===== config.mk =====
export PLATFORM = sky130hd
export DESIGN_NAME = rand_generator_param_flat
export DESIGN_NICKNAME = d
export VERILOG_FILES = /design/src/rtl/rand_generator_param_if.sv /design/src/rtl/rand_generator_param.sv /design/src/flat_wrapper.sv
export SDC_FILE = /design/constraint.sdc
export NUM_CORES = 1
export LEC_CHECK = 0
export BUFFER_PORTS_ARGS = -buffer_cell sky130_fd_sc_hd__clkbuf_2
export CAP_MARGIN = 15
export CORE_MARGIN = 4
export CORE_UTILIZATION = 54
export CTS_CLUSTER_DIAMETER = 120
export CTS_CLUSTER_SIZE = 24
export DETAILED_ROUTE_END_ITERATION = 10
export GPL_TIMING_DRIVEN = 0
export PLACE_DENSITY_LB_ADDON = 0.05
export SYNTH_ARGS = -nofsm -noshare
export SYNTH_HDL_FRONTEND = slang
export SYNTH_SLANG_ARGS = --single-unit

===== constraint.sdc =====
create_clock -name clk -period 3.1 [get_ports clk]
set_clock_uncertainty 0.2 [all_clocks]
set_input_delay 0.31 -clock clk [delete_from_list [all_inputs] [get_ports clk]]
set_output_delay 0.31 -clock clk [all_outputs]
set_load 0.05 [all_outputs]

===== src/rtl/rand_generator_param_if.sv =====
// Handshake and control bundle for rand_generator_param.
// The master side drives enables, seeding, requests and consumer acceptance;
// the slave side (the generator) returns ready, the random word, its valid
// flag and the delivered-word statistic.
interface rand_generator_param_if #(
    parameter int LFSR_W = 24,
    parameter int OUT_W  = 12
);
    logic              en;
    logic              mode;
    logic              seed_load;
    logic [LFSR_W-1:0] seed_in;
    logic              req;
    logic              ready;
    logic [OUT_W-1:0]  rand_num;
    logic              out_valid;
    logic              out_ready;
    logic [15:0]       stats_count;

    modport master (
        output en, mode, seed_load, seed_in, req, out_ready,
        input  ready, rand_num, out_valid, stats_count
    );

    modport slave (
        input  en, mode, seed_load, seed_in, req, out_ready,
        output ready, rand_num, out_valid, stats_count
    );
endinterface


===== src/rtl/rand_generator_param.sv =====
// Parametrised Fibonacci LFSR random source.
// Free-run mode (mode=0) produces one word per enabled cycle, lagging the
// LFSR by one shift for compatibility with the older 24-bit generator.
// Request mode (mode=1) runs DECIM shifts per word and holds the result
// until the consumer accepts it.
// Optional build macro RAND_STATS_EN adds a saturating delivered-word
// counter on stats_count; without it stats_count is constant zero.
module rand_generator_param #(
    parameter int          LFSR_W = 24,
    parameter int          OUT_W  = 12,
    parameter logic [31:0] TAPS   = 32'h00E1_0000,
    parameter logic [31:0] SEED   = 32'h0012_3456,
    parameter int          DECIM  = 12
) (
    input logic                  clk,
    input logic                  reset,
    rand_generator_param_if.slave bus
);

    typedef enum logic [1:0] {
        IDLE  = 2'd0,
        SHIFT = 2'd1,
        HOLD  = 2'd2
    } fsm_t;

    localparam logic [LFSR_W-1:0] SEED_V   = SEED[LFSR_W-1:0];
    localparam logic [LFSR_W-1:0] TAP_V    = TAPS[LFSR_W-1:0];
    localparam logic [7:0]        DECIM_M1 = 8'(DECIM - 1);
    localparam logic [LFSR_W-1:0] ZERO_V   = {LFSR_W{1'b0}};

    // One Fibonacci step: parity of the tapped bits enters at the LSB.
    function automatic logic [LFSR_W-1:0] lfsr_next(input logic [LFSR_W-1:0] s);
        return {s[LFSR_W-2:0], ^(s & TAP_V)};
    endfunction

    fsm_t              fsm_r;
    fsm_t              fsm_s;
    logic [LFSR_W-1:0] state_r;
    logic [LFSR_W-1:0] state_s;
    logic [LFSR_W-1:0] step_s;
    logic [7:0]        cnt_r;
    logic [7:0]        cnt_s;
    logic [OUT_W-1:0]  rand_r;
    logic [OUT_W-1:0]  rand_s;
    logic              valid_r;
    logic              valid_s;

    assign step_s = lfsr_next(state_r);

    // Next-state logic: seed loading overrides the mode behaviour, and an
    // all-zero state is replaced by the seed rather than shifted.
    always_comb begin
        fsm_s   = fsm_r;
        state_s = state_r;
        cnt_s   = cnt_r;
        rand_s  = rand_r;
        valid_s = valid_r;
        if (bus.seed_load) begin
            state_s = (bus.seed_in == ZERO_V) ? SEED_V : bus.seed_in;
            fsm_s   = IDLE;
            valid_s = 1'b0;
            cnt_s   = 8'd0;
        end else begin
            case (fsm_r)
                IDLE: begin
                    if (!bus.mode) begin
                        // Free-run: publish the pre-shift value, legacy lag.
                        if (bus.en) begin
                            state_s = step_s;
                            rand_s  = state_r[OUT_W-1:0];
                            valid_s = 1'b1;
                        end else begin
                            valid_s = 1'b0;
                        end
                    end else begin
                        valid_s = 1'b0;
                        if (bus.req) begin
                            state_s = step_s;
                            if (DECIM == 32'sd1) begin
                                fsm_s   = HOLD;
                                rand_s  = step_s[OUT_W-1:0];
                                valid_s = 1'b1;
                                cnt_s   = 8'd0;
                            end else begin
                                fsm_s = SHIFT;
                                cnt_s = 8'd1;
                            end
                        end else begin
                            fsm_s = IDLE;
                        end
                    end
                end
                SHIFT: begin
                    state_s = step_s;
                    if (cnt_r == DECIM_M1) begin
                        rand_s  = step_s[OUT_W-1:0];
                        valid_s = 1'b1;
                        fsm_s   = HOLD;
                        cnt_s   = 8'd0;
                    end else begin
                        cnt_s = 8'(cnt_r + 8'd1);
                    end
                end
                HOLD: begin
                    if (bus.out_ready) begin
                        if (bus.req) begin
                            // Back-to-back word: restart from the frozen state.
                            state_s = step_s;
                            if (DECIM == 32'sd1) begin
                                fsm_s   = HOLD;
                                rand_s  = step_s[OUT_W-1:0];
                                valid_s = 1'b1;
                                cnt_s   = 8'd0;
                            end else begin
                                fsm_s   = SHIFT;
                                valid_s = 1'b0;
                                cnt_s   = 8'd1;
                            end
                        end else begin
                            fsm_s   = IDLE;
                            valid_s = 1'b0;
                        end
                    end else begin
                        fsm_s = HOLD;
                    end
                end
                default: begin
                    fsm_s   = IDLE;
                    valid_s = 1'b0;
                    cnt_s   = 8'd0;
                end
            endcase
            state_s = (state_r == ZERO_V) ? SEED_V : state_s;
        end
    end

    // State, counter and output registers with synchronous reset.
    always_ff @(posedge clk) begin
        if (reset) begin
            fsm_r   <= IDLE;
            state_r <= SEED_V;
            cnt_r   <= 8'd0;
            rand_r  <= {OUT_W{1'b0}};
            valid_r <= 1'b0;
        end else begin
            fsm_r   <= fsm_s;
            state_r <= state_s;
            cnt_r   <= cnt_s;
            rand_r  <= rand_s;
            valid_r <= valid_s;
        end
    end

    assign bus.ready     = (fsm_r == IDLE) && !reset;
    assign bus.rand_num  = rand_r;
    assign bus.out_valid = valid_r;

`ifdef RAND_STATS_EN
    logic [15:0] stats_r;
    logic        deliver_s;

    assign deliver_s = !bus.seed_load &&
                       (((fsm_r == IDLE) && !bus.mode && bus.en) ||
                        ((fsm_r == HOLD) && bus.out_ready));

    // Saturating count of delivered words, cleared only by reset.
    always_ff @(posedge clk) begin
        if (reset) begin
            stats_r <= 16'h0000;
        end else if (deliver_s && (stats_r != 16'hFFFF)) begin
            stats_r <= stats_r + 16'h0001;
        end else begin
            stats_r <= stats_r;
        end
    end

    assign bus.stats_count = stats_r;
`else
    assign bus.stats_count = 16'h0000;
`endif

endmodule


===== src/flat_wrapper.sv =====
// flat-port wrapper written by rule: the top's interface ports become plain ports
module rand_generator_param_flat 
#(
    parameter int          LFSR_W = 24,
    parameter int          OUT_W  = 12,
    parameter logic [31:0] TAPS   = 32'h00E1_0000,
    parameter logic [31:0] SEED   = 32'h0012_3456,
    parameter int          DECIM  = 12
)
  (clk, reset, bus_en, bus_mode, bus_seed_load, bus_seed_in, bus_req, bus_out_ready, bus_ready, bus_rand_num, bus_out_valid, bus_stats_count);
  rand_generator_param_if #(.LFSR_W(LFSR_W), .OUT_W(OUT_W)) bus_i ();
  input logic clk;
  input logic reset;
  input wire logic [$bits(bus_i.en)-1:0] bus_en;
  input wire logic [$bits(bus_i.mode)-1:0] bus_mode;
  input wire logic [$bits(bus_i.seed_load)-1:0] bus_seed_load;
  input wire logic [$bits(bus_i.seed_in)-1:0] bus_seed_in;
  input wire logic [$bits(bus_i.req)-1:0] bus_req;
  input wire logic [$bits(bus_i.out_ready)-1:0] bus_out_ready;
  output wire logic [$bits(bus_i.ready)-1:0] bus_ready;
  output wire logic [$bits(bus_i.rand_num)-1:0] bus_rand_num;
  output wire logic [$bits(bus_i.out_valid)-1:0] bus_out_valid;
  output wire logic [$bits(bus_i.stats_count)-1:0] bus_stats_count;
  assign bus_i.en = bus_en;
  assign bus_i.mode = bus_mode;
  assign bus_i.seed_load = bus_seed_load;
  assign bus_i.seed_in = bus_seed_in;
  assign bus_i.req = bus_req;
  assign bus_i.out_ready = bus_out_ready;
  assign bus_ready = bus_i.ready;
  assign bus_rand_num = bus_i.rand_num;
  assign bus_out_valid = bus_i.out_valid;
  assign bus_stats_count = bus_i.stats_count;
  rand_generator_param #(.LFSR_W(LFSR_W), .OUT_W(OUT_W), .TAPS(TAPS), .SEED(SEED), .DECIM(DECIM)) u_core (.clk(clk), .reset(reset), .bus(bus_i));
endmodule

* Yosys cells after proc, flatten, opt, wreduce, memory -nomap -nowiden *
Index checks and enable logic that the tools add are counted.

operators by class
  add/sub/neg operators = 1
  reduce and logical (&&, ||, !) cells = 14
  muxes and demuxes = 27
  eq/ne operators = 10
  bitwise gates (word level) = 1

operators by type and width
  kind                                                                      number
  24-bit 2-to-1 mux                                                         7
  24-bit case mux with 3 select lines                                       1
  24-bit zero test                                                          2
  12-bit 2-to-1 mux                                                         3
  8-bit 2-to-1 mux                                                          4
  12-bit case mux with 2 select lines                                       1
  8-bit case mux with 3 select lines                                        1
  24-bit parity                                                             1
  8-bit by 1-bit adder with 8-bit output (second input constant)            1
  8-bit by 4-bit == test with 1-bit output (second input constant)          1
  2-bit inequality test (second input constant)                             4
  2-bit 2-to-1 mux                                                          3
  2-bit case mux with 3 select lines                                        1
  2-bit AND reduction                                                       3
  1-bit 2-to-1 mux                                                          5
  5-bit by 4-bit inequality test with 1-bit output (second input constant)  1
  5-bit AND reduction                                                       1
  5-bit nonzero test                                                        1
  4-bit by 3-bit inequality test with 1-bit output (second input constant)  1
  1-bit case mux with 3 select lines                                        1
  3-bit AND reduction                                                       1
  2-bit by 1-bit == test with 1-bit output (second input constant)          1
  2-bit == test (second input constant)                                     1
  2-bit zero test                                                           1
  other kinds (6)                                                           6

word-level totals
  output and inout port bits = 30
  register bits after elaboration = 47
  bits of input ports = 31

* Depth between registers and ports, before layout *
  depth in word-level cells = 6
  depth in mapped cells = 9

* Worst setup path before layout *
No wires, ideal clock.

  kind = register to register
  start point = reg u_core.fsm_r[0]
  end point = reg u_core.state_r[15]
  buffers on the path = 1
  setup slack = 0.633 ns
  stages on the path, launching flop included = 9
  setup time = 0.132 ns
  required time = 2.768 ns
  data arrival time = 2.136 ns
  path through = dfxtp_1 inv_1 ha_1 nor2b_1 a211oi_2 o21ai_0 clkbuf_1 a221oi_1 nor3_1

between the ends
  cells in the longest elaborated chain, start to end = 4

RTL lines
  element                                RTL line                     source
  start: declaration                     rand_generator_param.sv:36   fsm_t fsm_r;
  start signal: assignment               rand_generator_param.sv:146  fsm_r <= fsm_s;
  2-bit == test (tied with other cells)  rand_generator_param.sv:64   case (fsm_r)
  24-bit case mux with 3 select lines    rand_generator_param.sv:64
  24-bit 2-to-1 mux                      rand_generator_param.sv:133  state_s = (state_r == ZERO_V) ? SEED_V : state_s;
  24-bit 2-to-1 mux                      rand_generator_param.sv:58   if (bus.seed_load) begin
  end signal: assignment                 rand_generator_param.sv:147  state_r <= state_s;
  end: declaration                       rand_generator_param.sv:38   logic [LFSR_W-1:0] state_r;

Several ways; a longest one is shown, not always the timed one.
A chain may end at the register's enable or synchronous reset.

* Worst setup path in the final report *
  start point = reg u_core.fsm_r[0]
  end point = reg u_core.state_r[4]

The elaborated chain is that of the path after synthesis.

==> impl_metrics.env <==
export IMPL_fin_crit_ps=2880
export IMPL_avgSynthCellArea_um2=8.80
export IMPL_synthToLayoutAreaGrowth_pct=17.0
export IMPL_antenna_found_initial=0
export IMPL_cts_buffers=5
export IMPL_path_class="reg2reg"
export IMPL_final_core_util=0.660
export IMPL_grt_max_degree=15
export IMPL_required_ps=3100
export IMPL_synth_edf_count=0
export IMPL_gr_usage_all_layers=0.224
export IMPL_ir_drop_v=0.000246
export IMPL_synthFlopType="dfxtp_1"
export IMPL_postSynth_asyncResetShare=0
export IMPL_worst_pin_slew_ps=793
export IMPL_layout_commonest_cell="dfxtp_1"
export IMPL_drt_initial_drc_count=129
export IMPL_h_tree_depth=2
export IMPL_fin_area_um2=3160
export IMPL_synth_seq_cells=47
export IMPL_fin_ws_ps=219
export IMPL_crit_fanout=10
export IMPL_clkSinkCount=47
export IMPL_slew_viol_final=0
export IMPL_crit_start="u_core.fsm_r[0]"
export IMPL_cellPowerDensity_nw_per_um2=456
export IMPL_min_period_over_period=0.929
export IMPL_rsz0062_at_grt="false"
export IMPL_synthCells=307
export IMPL_dp_hpwl_mm=5.11
export IMPL_layout_common_cells="47 x dfxtp_1, 45 x clkbuf_2, 40 x nor2_1, 20 x a221oi_1"
export IMPL_start_util=0.564
export IMPL_r2r_start="u_core.fsm_r[0]"
export IMPL_drc=0
export IMPL_grt_overflow=0
export IMPL_dp_cells=433
export IMPL_io_buffers=44
export IMPL_cts_tree="yes"
export IMPL_first_global_vias=2280
export IMPL_ys_types=44
export IMPL_io_pins=61
export IMPL_hold_path_class="in2reg"
export IMPL_hold_viol=0
export IMPL_viasPerCell=5.65
export IMPL_fmax_mhz=347
export IMPL_clk_pin_slew_worst_paths_ps=90
export IMPL_p_leak_nw=1.30
export IMPL_gp_congestion=0.880
export IMPL_status="complete, no violations"
export IMPL_yosysSeqAreaShare=0.348
export IMPL_die_h_um=78.7
export IMPL_root_buffer="clkbuf_8"
export IMPL_num_rows=25
export IMPL_dpl_worst_slack_ps=94.5
export IMPL_cp_start_kind="flop"
export IMPL_wl_mm=6.84
export IMPL_die_area_um2=6200
export IMPL_cts_setup_buffers=0
export IMPL_vias=2491
export IMPL_synth_area_um2=2700
export IMPL_wl_per_cell_um=15.5
export IMPL_ant_nets=0
export IMPL_min_from="bus_seed_in[3]"
export IMPL_finalSetupViolCount=0
export IMPL_setup_tns_ps=0
export IMPL_maxCapViolCount=0
export IMPL_coreArea_um2=4790
export IMPL_drive_gt1_frac=0.238
export IMPL_grt_pass1_wl_mm=11.0
export IMPL_die_w_um=78.7
export IMPL_critPathCaptureType="flop"
export IMPL_antennaDiodeCount=0
export IMPL_clk_latency_ps=300
export IMPL_nNetsFinal=411
export IMPL_clk_path_buf_depth=2
export IMPL_max_slew_margin_rel=0.469
export IMPL_firstDrtPassIters=4
export IMPL_yosys_warnings=0
export IMPL_cp_arrival_ps=2880
export IMPL_fin_cells=441
export IMPL_placed_area_um2=3060
## flip-flops by register name, summed over array words and instances (netlist names)
register / cells
u_core.cnt_r: 8
u_core.fsm_r: 2
u_core.state_r: 24
u_core.bus.rand_num: 12
u_core.bus.out_valid: 1
## where the power goes
part	total [mW]	internal (mW)	leakage, nW	switching [mW]
Sequential	0.694	0.644	0.386	0.0492
Combinational	0.385	0.144	0.868	0.241
Clock	0.363	0.158	0.0412	0.205
## timing repair
| action | in CTS | in global routing |
|---|---|---|
| hold buffers | 0 | 0 |
| gates resized for setup | 0 | 4 |
| setup endpoints to repair | 0 | 10 |
## Yosys cell counts, types with 4 or more instances
cell type	number	area, um^2
a22oi_1	11	82.6
nand2_1	10	37.5
a221oi_1	20	175
mux2i_1	15	150
nand3_1	8	40.0
nor2_1	40	150
dfxtp_1	47	941
nor3_1	16	80.1
clkbuf_1	11	41.3
nand2b_1	4	25.0
o21ai_0	4	20.0
buf_4	17	128
nor4_1	9	56.3
a211oi_1	7	52.6
a21oi_1	7	35.0
ha_1	7	87.6
a211o_1	8	70.1
a211oi_2	10	125
inv_1	17	63.8
## worst max-delay path, cell delays in order (launching register included)
cell and delay (ps):
dfxtp_1 480, inv_1 110, ha_1 310, nor3_1 370
a211oi_4 120, a211oi_2 470, buf_2 340, a221oi_1 80
a211o_1 300
## cell families after synthesis
family | synth area share
AOI/OAI and AO/OA | 0.248
xor gates and xnor gates | 0.0250
adders and majority gates | 0.0324
buffers and inverters | 0.0959
DFF | 0.348
muxes | 0.0556
other | 0.00139
and+or+nand+nor | 0.193
## metal layers
layer	GRT usage	vias to the layer above	share of wire
met4	0.0647	0	0.0061
met5	0	-	0
met2	0.373	91	0.48
li1	-	1242	-
met1	0.294	1153	0.44
met3	0.0431	5	0.074
## through the flow
| step | power (mW) | hold WS [ps] |
|---|---|---|
| finish | 1.44 | 75.4 |
| global route | 1.51 | 69.6 |
| CTS | 1.45 | 64.8 |
| detailed placement | 1.08 | 270 |
| global placement | 1.08 | 264 |
| floorplan | 0.983 | 249 |
## final cells by class
type | count | area (um^2)
inverters | 17 | 63.8
fillers | 444 | 1630
repair buffers | 44 | 220
clock buffers | 6 | 72.6
well taps | 67 | 83.8
clock inverters | 2 | 12.5
flip-flops and latches | 47 | 941
multi-input cells | 226 | 1570
plain buffers | 32 | 196
## worst paths after layout
check,endpoint,slack (ps),cells after the start
max reg2reg,u_core.state_r[4],220,8
max,u_core.state_r[4],220,8
min reg2reg,u_core.cnt_r[1],280,2
min,u_core.state_r[3],80,3
(Power assumes the default switching activity.)
